<file path="config.mk">
export PLATFORM = sky130hd
export DESIGN_NAME = sop_mac_bcd
export DESIGN_NICKNAME = d
export VERILOG_FILES = /design/src/rtl/sop_pkg.sv /design/src/rtl/seg7_dec.sv /design/src/rtl/sop_mac_bcd.sv
export SDC_FILE = /design/constraint.sdc
export NUM_CORES = 1
export LEC_CHECK = 0
export ABC_AREA = 0
export BUFFER_PORTS_ARGS = -buffer_cell sky130_fd_sc_hd__buf_2
export CORE_MARGIN = 1
export CORE_UTILIZATION = 59
export CTS_CLUSTER_DIAMETER = 60
export CTS_CLUSTER_SIZE = 28
export DETAILED_ROUTE_END_ITERATION = 12
export GPL_TIMING_DRIVEN = 1
export PLACE_DENSITY = 0.8
export SYNTH_ARGS = -nofsm -noshare
export SYNTH_HDL_FRONTEND = slang
export SYNTH_HIERARCHICAL = 1
export SYNTH_SLANG_ARGS = --single-unit
</file>
<file path="constraint.sdc">
create_clock -name clk -period 3.1 [get_ports clk]
set_clock_uncertainty 0.15 [all_clocks]
set_input_delay 0.62 -clock clk [delete_from_list [all_inputs] [get_ports clk]]
set_output_delay 0.62 -clock clk [all_outputs]
set_load 0.03 [all_outputs]
</file>
<file path="src/rtl/sop_pkg.sv">
// Shared types and constants for the sop_mac_bcd sum-of-products engine.
// FSM state encoding, 7-segment patterns and width helpers.
package sop_pkg;

    typedef enum logic [1:0] {
        IDLE,
        MUL,
        CONV,
        DONE
    } state_t;

    localparam logic [6:0] SEG_0     = 7'b1000000;
    localparam logic [6:0] SEG_1     = 7'b1111001;
    localparam logic [6:0] SEG_2     = 7'b0100100;
    localparam logic [6:0] SEG_3     = 7'b0110000;
    localparam logic [6:0] SEG_4     = 7'b0011001;
    localparam logic [6:0] SEG_5     = 7'b0010010;
    localparam logic [6:0] SEG_6     = 7'b0000010;
    localparam logic [6:0] SEG_7     = 7'b1111000;
    localparam logic [6:0] SEG_8     = 7'b0000000;
    localparam logic [6:0] SEG_9     = 7'b0010000;
    localparam logic [6:0] SEG_BLANK = 7'b1111111;

    function automatic int clog2(input int n);
        int r;
        int v;
        r = 0;
        v = 1;
        while (v < n) begin
            v = v * 2;
            r = r + 1;
        end
        return r;
    endfunction

    function automatic int acc_width(input int w, input int n);
        return 2 * w + clog2(n);
    endfunction

    function automatic longint pow10(input int d);
        longint r;
        r = 1;
        for (int k = 0; k < d; k++) r = r * 10;
        return r;
    endfunction

endpackage

</file>
<file path="src/rtl/seg7_dec.sv">
// BCD digit to active-low {g..a} segment pattern.
// Non-decimal codes and the blank request both give all segments off.
module seg7_dec
    import sop_pkg::*;
(
    input  logic [3:0] digit,
    input  logic       blank,
    output logic [6:0] seg
);

    // Digit lookup with blanking override
    always_comb begin
        seg = SEG_BLANK;
        if (!blank) begin
            case (digit)
                4'd0:    seg = SEG_0;
                4'd1:    seg = SEG_1;
                4'd2:    seg = SEG_2;
                4'd3:    seg = SEG_3;
                4'd4:    seg = SEG_4;
                4'd5:    seg = SEG_5;
                4'd6:    seg = SEG_6;
                4'd7:    seg = SEG_7;
                4'd8:    seg = SEG_8;
                4'd9:    seg = SEG_9;
                default: seg = SEG_BLANK;
            endcase
        end
    end

endmodule

</file>
<file path="src/rtl/sop_mac_bcd.sv">
// Sequential sum of products with shift-add multiply and double-dabble BCD.
// Define SOP_LEADING_ZERO_BLANK_EN to blank leading zero digits above digit 0.
module sop_mac_bcd
    import sop_pkg::*;
#(
    parameter int W      = 3,
    parameter int N      = 2,
    parameter int DIGITS = 3
) (
    input  logic                         clk,
    input  logic                         rst_n,
    input  logic                         start,
    input  logic [N*W-1:0]               op_a,
    input  logic [N*W-1:0]               op_b,
    output logic                         busy,
    output logic                         done,
    output logic [acc_width(W,N)-1:0]    sum,
    output logic [4*DIGITS-1:0]          bcd,
    output logic [7*DIGITS-1:0]          hex
);

    localparam int ACC_W = acc_width(W, N);
    localparam int IW    = (N > 1) ? clog2(N) : 1;
    localparam int JW    = (W > 1) ? clog2(W) : 1;
    localparam int CW    = clog2(ACC_W + 1);
    localparam int BW    = 4 * DIGITS;

`ifdef SOP_LEADING_ZERO_BLANK_EN
    localparam bit BLANK_EN = 1'b1;
`else
    localparam bit BLANK_EN = 1'b0;
`endif

    if (pow10(DIGITS) <= longint'(N) * longint'((2**W - 1) * (2**W - 1))) begin : g_bad_digits
        $error("sop_mac_bcd: DIGITS too small for N*(2^W-1)^2");
    end

    state_t             state;
    logic [N*W-1:0]     a_q;
    logic [N*W-1:0]     b_q;
    logic [ACC_W-1:0]   acc;
    logic [ACC_W-1:0]   bin_sr;
    logic [BW-1:0]      bcd_sr;
    logic [IW-1:0]      pi;
    logic [JW-1:0]      pj;
    logic [CW-1:0]      cnt;
    logic [W-1:0]       a_sel;
    logic [W-1:0]       b_sel;
    logic [ACC_W-1:0]   acc_nxt;
    logic [BW-1:0]      adj;
    logic [BW-1:0]      bcd_nxt;
    logic [ACC_W-1:0]   bin_nxt;
    logic [DIGITS-1:0]  blank;
    logic [7*DIGITS-1:0] seg;
    logic               last_j;
    logic               last_i;
    logic               last_c;

    assign busy   = (state == MUL) || (state == CONV);
    assign done   = (state == DONE);
    assign last_j = (pj == JW'(W - 1));
    assign last_i = (pi == IW'(N - 1));
    assign last_c = (cnt == CW'(ACC_W - 1));

    // Select current pair and form the conditional partial product
    always_comb begin
        a_sel = '0;
        b_sel = '0;
        for (int p = 0; p < N; p++) begin
            if (pi == IW'(p)) begin
                a_sel = a_q[p*W +: W];
                b_sel = b_q[p*W +: W];
            end
        end
        acc_nxt = acc;
        if (b_sel[pj]) acc_nxt = acc + (ACC_W'(a_sel) << pj);
    end

    // One double-dabble step: add 3 to nibbles >= 5, then shift left
    always_comb begin
        adj = bcd_sr;
        for (int k = 0; k < DIGITS; k++) begin
            if (adj[4*k +: 4] >= 4'd5) adj[4*k +: 4] = adj[4*k +: 4] + 4'd3;
        end
        {bcd_nxt, bin_nxt} = {adj, bin_sr} << 1;
    end

    // Leading-zero blanking flags for the digits about to be registered
    always_comb begin
        logic hz;
        blank = '0;
        hz    = 1'b1;
`ifdef SOP_LEADING_ZERO_BLANK_EN
        for (int k = DIGITS - 1; k >= 1; k--) begin
            hz       = hz && (bcd_nxt[4*k +: 4] == 4'd0);
            blank[k] = hz;
        end
`else
        hz = 1'b0;
`endif
    end

    for (genvar k = 0; k < DIGITS; k++) begin : g_dec
        seg7_dec u_dec (
            .digit (bcd_nxt[4*k +: 4]),
            .blank (blank[k]),
            .seg   (seg[7*k +: 7])
        );
    end

    // Control FSM, multiply-accumulate, BCD conversion and result registers
    always_ff @(posedge clk or negedge rst_n) begin
        if (!rst_n) begin
            state  <= IDLE;
            a_q    <= '0;
            b_q    <= '0;
            acc    <= '0;
            bin_sr <= '0;
            bcd_sr <= '0;
            pi     <= '0;
            pj     <= '0;
            cnt    <= '0;
            sum    <= '0;
            bcd    <= '0;
            for (int k = 0; k < DIGITS; k++) begin
                hex[7*k +: 7] <= (BLANK_EN && k > 0) ? SEG_BLANK : SEG_0;
            end
        end else begin
            unique case (state)
                IDLE: begin
                    if (start) begin
                        a_q   <= op_a;
                        b_q   <= op_b;
                        acc   <= '0;
                        pi    <= '0;
                        pj    <= '0;
                        state <= MUL;
                    end
                end
                MUL: begin
                    acc <= acc_nxt;
                    if (last_j) begin
                        pj <= '0;
                        if (last_i) begin
                            bin_sr <= acc_nxt;
                            bcd_sr <= '0;
                            cnt    <= '0;
                            state  <= CONV;
                        end else begin
                            pi <= pi + 1'b1;
                        end
                    end else begin
                        pj <= pj + 1'b1;
                    end
                end
                CONV: begin
                    bcd_sr <= bcd_nxt;
                    bin_sr <= bin_nxt;
                    cnt    <= cnt + 1'b1;
                    if (last_c) begin
                        sum   <= acc;
                        bcd   <= bcd_nxt;
                        hex   <= seg;
                        state <= DONE;
                    end
                end
                DONE: begin
                    state <= IDLE;
                end
                default: state <= IDLE;
            endcase
        end
    end

endmodule

</file>
==> run summary, run 1 <==
Psw: 2.29 mW
Worst setup path category: register to register
DRC: 0
Leading cell type in the layout, fill and taps excluded: sky130_fd_sc_hd__dfrtp_1
Std-Cell Rows: 33
Arrival time worst endpoint: 2.98 ns
DP HPWL: 7070 um
LEAKAGE: 2.68 nW
Share of Yosys cell area claimed by the top area cell type: 0.417
Portion of total power attributed to sequential cells: 0.324
Proportion of layout cells with a drive suffix above 1: 0.281
Max-Cap Viols: 0
Run status: finished, final reports clean
Maximum number of pins on one net before global-route repair: 45
Vias per cell: 5.55
Tightest Pin Transition: 0.667 ns
Logic pwr share: 0.516
Worst-case headroom to the max-slew limit: 0.555
Root Buffer Master: sky130_fd_sc_hd__clkbuf_8
Worst path required time: 3.24 ns
Post-synth EDFFs: 0
Endpoints failing hold: 0
Antenna violations before repair: 0
Total count of max-transition violations in the final report: 0
Remaining antenna violation count after routing: 0
Highest attainable clock frequency: 352 MHz
CP Launch Point: last_i
Maximum fanout encountered on the critical timing path: 8
Clock latency on the worst-skew pair: 0.35 ns
Worst hold slack after final layout: 0.106 ns
Post-layout minimum cycle time: 2.84 ns
Startpoint of the worst-slack reg-to-reg timing path: last_i
Vias in the first global route: 3,794
Total Nets Final: 603
Total number of vias: 3,678
Die Span Y: 93.9 um
Pre-CTS WS: 0.198 ns
Accumulated negative setup slack: 0 ns
Highest-count cells in the layout ignoring fill and taps: sky130_fd_sc_hd__dfrtp_1 (82), sky130_fd_sc_hd__buf_2 (55), sky130_fd_sc_hd__mux2_2 (49), sky130_fd_sc_hd__ha_1 (34)
Weighted congestion at the end of routability-driven global placement: 0.811
Total internal power: 3.06 mW
Number of distinct library cells after synthesis: 56
Maximum clock insertion buffer count: 2
Clock power share: 0.160
Core area: 8180 um^2
Final wirelength: 9750 um
Total GRT Usage: 0.239
Gate count of the mapped netlist: 473
Proportion of register bits with asynchronous set or reset after synthesis: 1.00
Iteration-0 DRC count of the detailed router: 130
Final Cycle Share: 0.915
Ant. Diodes: 0
Final-report setup violation count: 0
Average routed wire per standard cell: 14.7 um
Startpoint types: register
Number of buffers inserted by port buffering: 56
1st-pass router iterations: 4
Number of H-tree branching levels: 3
Biggest area contributors in the synthesized netlist: sky130_fd_sc_hd__dfrtp_1 (42%), sky130_fd_sc_hd__mux2_2 (11%), sky130_fd_sc_hd__ha_1 (8.5%)
Number of top-level pins: 57
Library cell with the largest summed area after synthesis: sky130_fd_sc_hd__dfrtp_1
Number of buffers created by CTS: 9
Total chip power: 5.35 mW
Proportion of synthesized chip area in sequential cells: 0.432
Power per Cell Area: 939 nW/um^2
Crit path capture type: register
Clock transition at the registers of the reported paths: 0.09 ns
Layout area overhead: 14.4%
RSZ-0062 raised after global routing: false
Warnings, synthesis: 6
Total Die Area: 8820 um^2
Worst min-delay path category: input port to async pin
Syn_area_per_cell: 10.5 um^2
Initial cell density of the core: 0.610
First-pass GRT wire length: 16,600 um
Horizontal extent of the die: 93.9 um
Overall overflow remaining after global route: 0
Synth Cell Area: 4980 um^2
Register bit count reported by yosys: 86
Prevailing post-synth register cell: sky130_fd_sc_hd__dfrtp_1
Number of sinks handled by clock tree synthesis: 86
Slack of the critical path: 0.262 ns
Switching part of the total: 0.429
TritonCTS clock tree: built
Max rail drop VDD: 0.000534 V
## critical path, stage by stage (launching register included)
cell	delay [ns]
sky130_fd_sc_hd__dfrtp_2	0.48
sky130_fd_sc_hd__mux2i_1	0.19
sky130_fd_sc_hd__mux2_2	0.30
sky130_fd_sc_hd__nand2b_1	0.18
sky130_fd_sc_hd__fa_1	0.45
sky130_fd_sc_hd__nor2b_1	0.17
sky130_fd_sc_hd__o211ai_1	0.14
sky130_fd_sc_hd__a211oi_2	0.30
sky130_fd_sc_hd__mux2_1	0.35
sky130_fd_sc_hd__nand3_1	0.07
## sequential cells by signal, summed over array words and instances, names as in the netlist
register / count
a_q: 6
acc: 7
b_q: 6
bcd: 12
bcd_sr: 12
bin_sr: 7
cnt: 3
hex: 21
last_i: 1
pj: 2
state: 2
sum: 7
## final timing paths
| check | slack (ns) | depth (start not counted) | endpoint |
|---|---|---|---|
| max in group asynchronous | 1.96 | 2 | hex[20] |
| worst max register to register | 0.26 | 9 | acc[6] |
| min in group clk | 0.33 | 2 | bcd[4] |
| worst min-delay path | 0.11 | 1 | bcd_sr[9] |
| worst min register to register | 0.33 | 2 | bcd[4] |
| worst max-delay path | 0.26 | 9 | acc[6] |
## cell usage after synthesis, drive strengths merged (2+ instances only)
cell type / instances
a211oi: 2
a21oi: 34
a22o: 11
a22oi: 7
a31oi: 2
and2: 4
buf: 11
clkbuf: 10
dfrtp: 83
dfstp: 3
ha: 34
inv: 30
mux2: 50
mux2i: 9
nand2: 30
nand2b: 16
nand3: 7
nand3b: 3
nor2: 14
nor2b: 9
nor3: 7
nor3b: 12
o211ai: 3
o21ai: 45
o21bai: 4
o22ai: 4
or2: 2
or2b: 3
or3b: 2
xnor2: 7
xor2: 3
## cell families after synthesis
group           Yosys count  share of synthesized area
fa+ha+maj                35                     0.0894
mux                      60                      0.136
other cells               1                   0.000752
flops                    86                      0.432
compound gates          120                      0.148
xor+xnor                 10                     0.0176
simple gates            110                      0.129
buf+inv                  51                     0.0474
## area by class of cell
class,count,area (um^2)
multi-input combinational,356,2680
fill,653,2470
sequential,86,2160
timing repair buffer,70,400
clock buffer,14,183
tap,105,131
inverter,30,113
clock inverter,2,37.5
## stage by stage
stage	util	std cells	instance area, um^2
finish	0.697	663	5700
CTS	0.696	662	5690
global route	0.697	663	5700
detailed placement	0.669	646	5470
floorplan	-	493	5060
global placement	0.669	646	5470
## what timing repair did
action | in CTS | in global routing
hold buffers | 0 | 0
buffers inserted | 0 | 1
setup endpoints to repair | 0 | 5
gates resized for setup | 0 | 2
## per-layer routing
metal / track usage / share of wire / vias to the layer above
met5: 0 / 0 / -
met3: 0.0364 / 0.031 / 17
met2: 0.420 / 0.49 / 72
met4: 0.0974 / 0.018 / 0
li1: - / - / 1797
met1: 0.294 / 0.46 / 1792
## power by group through the flow
stage          combinational (mW)  clock, mW  sequential (mW)
2_1_floorplan                1.85          0             1.99
3_5_place_dp                 2.73          0             1.76
6_report                     2.76      0.855             1.74
3_3_place_gp                 2.64          0             1.74
5_1_grt                      3.03      0.918             1.79
4_1_cts                      2.75      0.872             1.74
Note: power is estimated with default switching activity, not from simulation.
==> run 2: changes to the inputs <==
--- a/config.mk
+++ b/config.mk
@@ -8,12 +8,13 @@
 export ABC_AREA = 0
 export BUFFER_PORTS_ARGS = -buffer_cell sky130_fd_sc_hd__buf_2
 export CORE_MARGIN = 1
-export CORE_UTILIZATION = 59
+export CORE_UTILIZATION = 61
+export CTS_BUF_LIST = sky130_fd_sc_hd__clkbuf_8
 export CTS_CLUSTER_DIAMETER = 60
 export CTS_CLUSTER_SIZE = 28
 export DETAILED_ROUTE_END_ITERATION = 12
 export GPL_TIMING_DRIVEN = 1
-export PLACE_DENSITY = 0.8
+export PLACE_DENSITY = 0.83
 export SYNTH_ARGS = -nofsm -noshare
 export SYNTH_HDL_FRONTEND = slang
 export SYNTH_HIERARCHICAL = 1
==> run 2 against run 1 <==
Routed wire length rose by 0.12%. Combinational power about the same. Final cell count fell by 1.1%. Sequential power hardly changed. Cell area is 0.57% lower. Sequential share of layout area up 0.22 points. First-iteration DRC count increased by 52%. Count of clock-buffer cells in the layout is 3 lower. Setup slack lost 0.055 ns. Sequential cell count is the same. Die area down 3.2%. Hold slack gained 0.038 ns. Critical path type unchanged. Largest cell class unchanged.
==> run summary, run 2 (same netlist as run 1, synthesis figures left out) <==
Accumulated negative setup slack: 0 ns (unchanged)
Remaining antenna violation count after routing: 0 (unchanged)
Number of filler instances in the final layout: 575 (-12%)
Total Die Area: 8540 um^2 (-3.2%)
Startpoint types: register
Endpoints failing hold: 0 (unchanged)
# hold bufs at CTS: 0 (unchanged)
Busiest layer in global routing: met2
Core area: 7810 um^2 (-4.5%)
Number of buffers created by CTS: 9 (unchanged)
Power per Cell Area: 938 nW/um^2 (about the same)
Logic depth of the worst setup path including buffers: 9 (unchanged)
Maximum fanout encountered on the critical timing path: 9 (+1)
Overall overflow remaining after global route: 0 (unchanged)
Final-report setup violation count: 0 (unchanged)
Root Buffer Master: sky130_fd_sc_hd__clkbuf_8
Total GRT Usage: 0.247 (+0.00783)
Cell chain of the critical path: mux2i_1 -> mux2_2 -> nand2b_1 -> fa_1 -> nor2b_1 -> o211ai_1 -> a211oi_2 -> mux2_1 -> nand3_1
Layout area overhead: 13.7%
Maximum clock insertion buffer count: 2 (unchanged)
Maximum number of pins on one net before global-route repair: 58 (+29%)
Worst stage delay on the critical path: 0.50 ns (+0.02 ns)
Antenna violations before repair: 0 (unchanged)
DRC: 0 (unchanged)
Number of sinks handled by clock tree synthesis: 86 (unchanged)
Non-filler instance count after layout: 656 (-1.1%)
Number of H-tree branching levels: 3 (unchanged)
Final Cycle Share: 0.933 (+0.0176)
CP max-delay cell: sky130_fd_sc_hd__dfrtp_2
Total count of max-transition violations in the final report: 0 (unchanged)
Crit path capture type: register
Run status: finished, final reports clean
Clock transition at the registers of the reported paths: 0.09 ns (about the same)
LEAKAGE: 2.67 nW (-0.55%)
Average routed wire per standard cell: 14.9 um (+1.2%)
Grt met1 use: 0.303 (+0.00960)
Total number of vias: 3,698 (+0.54%)
Worst setup path category: register to register
Weighted congestion at the end of routability-driven global placement: 0.924 (+14%)
CP delay by family, top: multiplexers
Clock latency on the worst-skew pair: 0.37 ns (+0.02 ns)
Tightest Pin Transition: 0.738 ns (+0.0707 ns)
1st-pass router iterations: 5 (+1)
Max rail drop VDD: 0.000517 V (-3.3%)
Met3 usage: 0.0484 (+0.0120)
TritonCTS clock tree: built
Vias in the first global route: 3,640 (-4.1%)
Horizontal extent of the die: 92.4 um (-1.6%)
Iteration-0 DRC count of the detailed router: 198 (+52%)
Number of buffers inserted by port buffering: 56 (unchanged)
Register name with the most flops: hex
Worst-case headroom to the max-slew limit: 0.508 (-0.0471)
DP HPWL: 7220 um (+2.2%)
Leading cell type in the layout, fill and taps excluded: sky130_fd_sc_hd__dfrtp_1
Max FFs per register: 21 (unchanged)
Met2 demand-to-capacity share in global routing: 0.428 (+0.00807)
Ant. Diodes: 0 (unchanged)
Post-CTS setup buffer count: 0 (unchanged)
First-pass GRT wire length: 16,700 um (+0.34%)
Initial cell density of the core: 0.638 (+0.0287)
Highest attainable clock frequency: 346 MHz (-1.9%)
Post-placement cell count: 640 (-0.93%)
Die Span Y: 92.4 um (-1.6%)
Proportion of layout cells with a drive suffix above 1: 0.278 (-0.00338)
Final wirelength: 9770 um (+0.12%)
Post-cts repair resize count: 0 (unchanged)
Registers with the highest flip-flop counts: hex (21), bcd (12), bcd_sr (12)
Worst hold slack after final layout: 0.144 ns (+0.0385 ns)
Post-layout minimum cycle time: 2.89 ns (+0.0546 ns)
Arrival time worst endpoint: 3.04 ns (+0.06 ns)
Std-Cell Rows: 32 (-3.0%)
RSZ-0062 raised after global routing: false
R2R cell count: 9 (unchanged)
Number of top-level pins: 57 (unchanged)
Highest-count cells in the layout ignoring fill and taps: sky130_fd_sc_hd__dfrtp_1 (82), sky130_fd_sc_hd__buf_2 (55), sky130_fd_sc_hd__mux2_2 (49), sky130_fd_sc_hd__o21ai_0 (34), sky130_fd_sc_hd__ha_1 (34)
Vias per cell: 5.64 (+1.6%)
Total Nets Final: 599 (-0.66%)
Buffer and inverter count on the worst path: 0 (unchanged)
Worst min-delay path category: input port to async pin
Worst path required time: 3.25 ns (about the same)
Max-Cap Viols: 0 (unchanged)
run 2: cell count changes in the layout (fill, tap and decap cells not counted), moves of 2 or more:
| cell | change |
|---|---|
| sky130_fd_sc_hd__buf_4 | -5 |
| sky130_fd_sc_hd__clkbuf_8 | -2 |
| sky130_fd_sc_hd__clkinv_2 | +2 |
| sky130_fd_sc_hd__clkinv_4 | +2 |
run 2: power by group:
part           leakage [nW]  internal (mW)  total, mW  switching (mW)
clock                 0.109          0.416      0.832           0.416
sequential             1.09           1.48       1.74           0.257
combinational          1.47           1.11       2.75            1.64
total                  2.67           3.00       5.32            2.32
run 2: cell type report:
class	count	area (um^2)	share of cell area
multi-input combinational	356	2680	0.473
sequential	86	2160	0.381
timing repair buffer	66	383	0.0675
clock buffer	11	151	0.0267
tap	102	128	0.0225
inverter	30	113	0.0199
clock inverter	5	57.6	0.0102
run 2: path summary, 6_finish.rpt:
path	startpoint	endpoint	slack (ns)
max in group asynchronous	rst_n	hex[6]	1.94
min reg2reg	bcd[4]	bcd[4]	0.35
min in group clk	op_b[0]	b_q[0]	0.32
min	rst_n	bcd[10]	0.14
max reg2reg	last_i	acc[6]	0.21
max	last_i	acc[6]	0.21
run 2: layer usage:
layer	vias up	part of all wire
li1	1789	-
met1	1805	0.44
met2	87	0.50
met3	17	0.044
met4	0	0.018
met5	-	0
run 2: worst register-to-register path, delay by kind of cell, from the launching register on:
kind                       cells  cell delay [ns]
muxes                          3             0.86
and+or+nand+nor                3             0.43
DFF                            1             0.50
AOI/OAI and AO/OA              2             0.43
adders and majority gates      1             0.45
run 2: per-stage QoR:
stage / instance area, um^2 / power, mW / setup slack [ns] / util
after detailed placement: 5460 / 4.49 / 0.169 / 0.699
after CTS: 5670 / 5.33 / 0.124 / 0.726
after floorplan: 5060 / 3.84 / 0.402 / -
final: 5670 / 5.32 / 0.208 / 0.726
after global placement: 5460 / 4.35 / 0.295 / 0.699
after global routing: 5670 / 5.69 / 0.0534 / 0.726
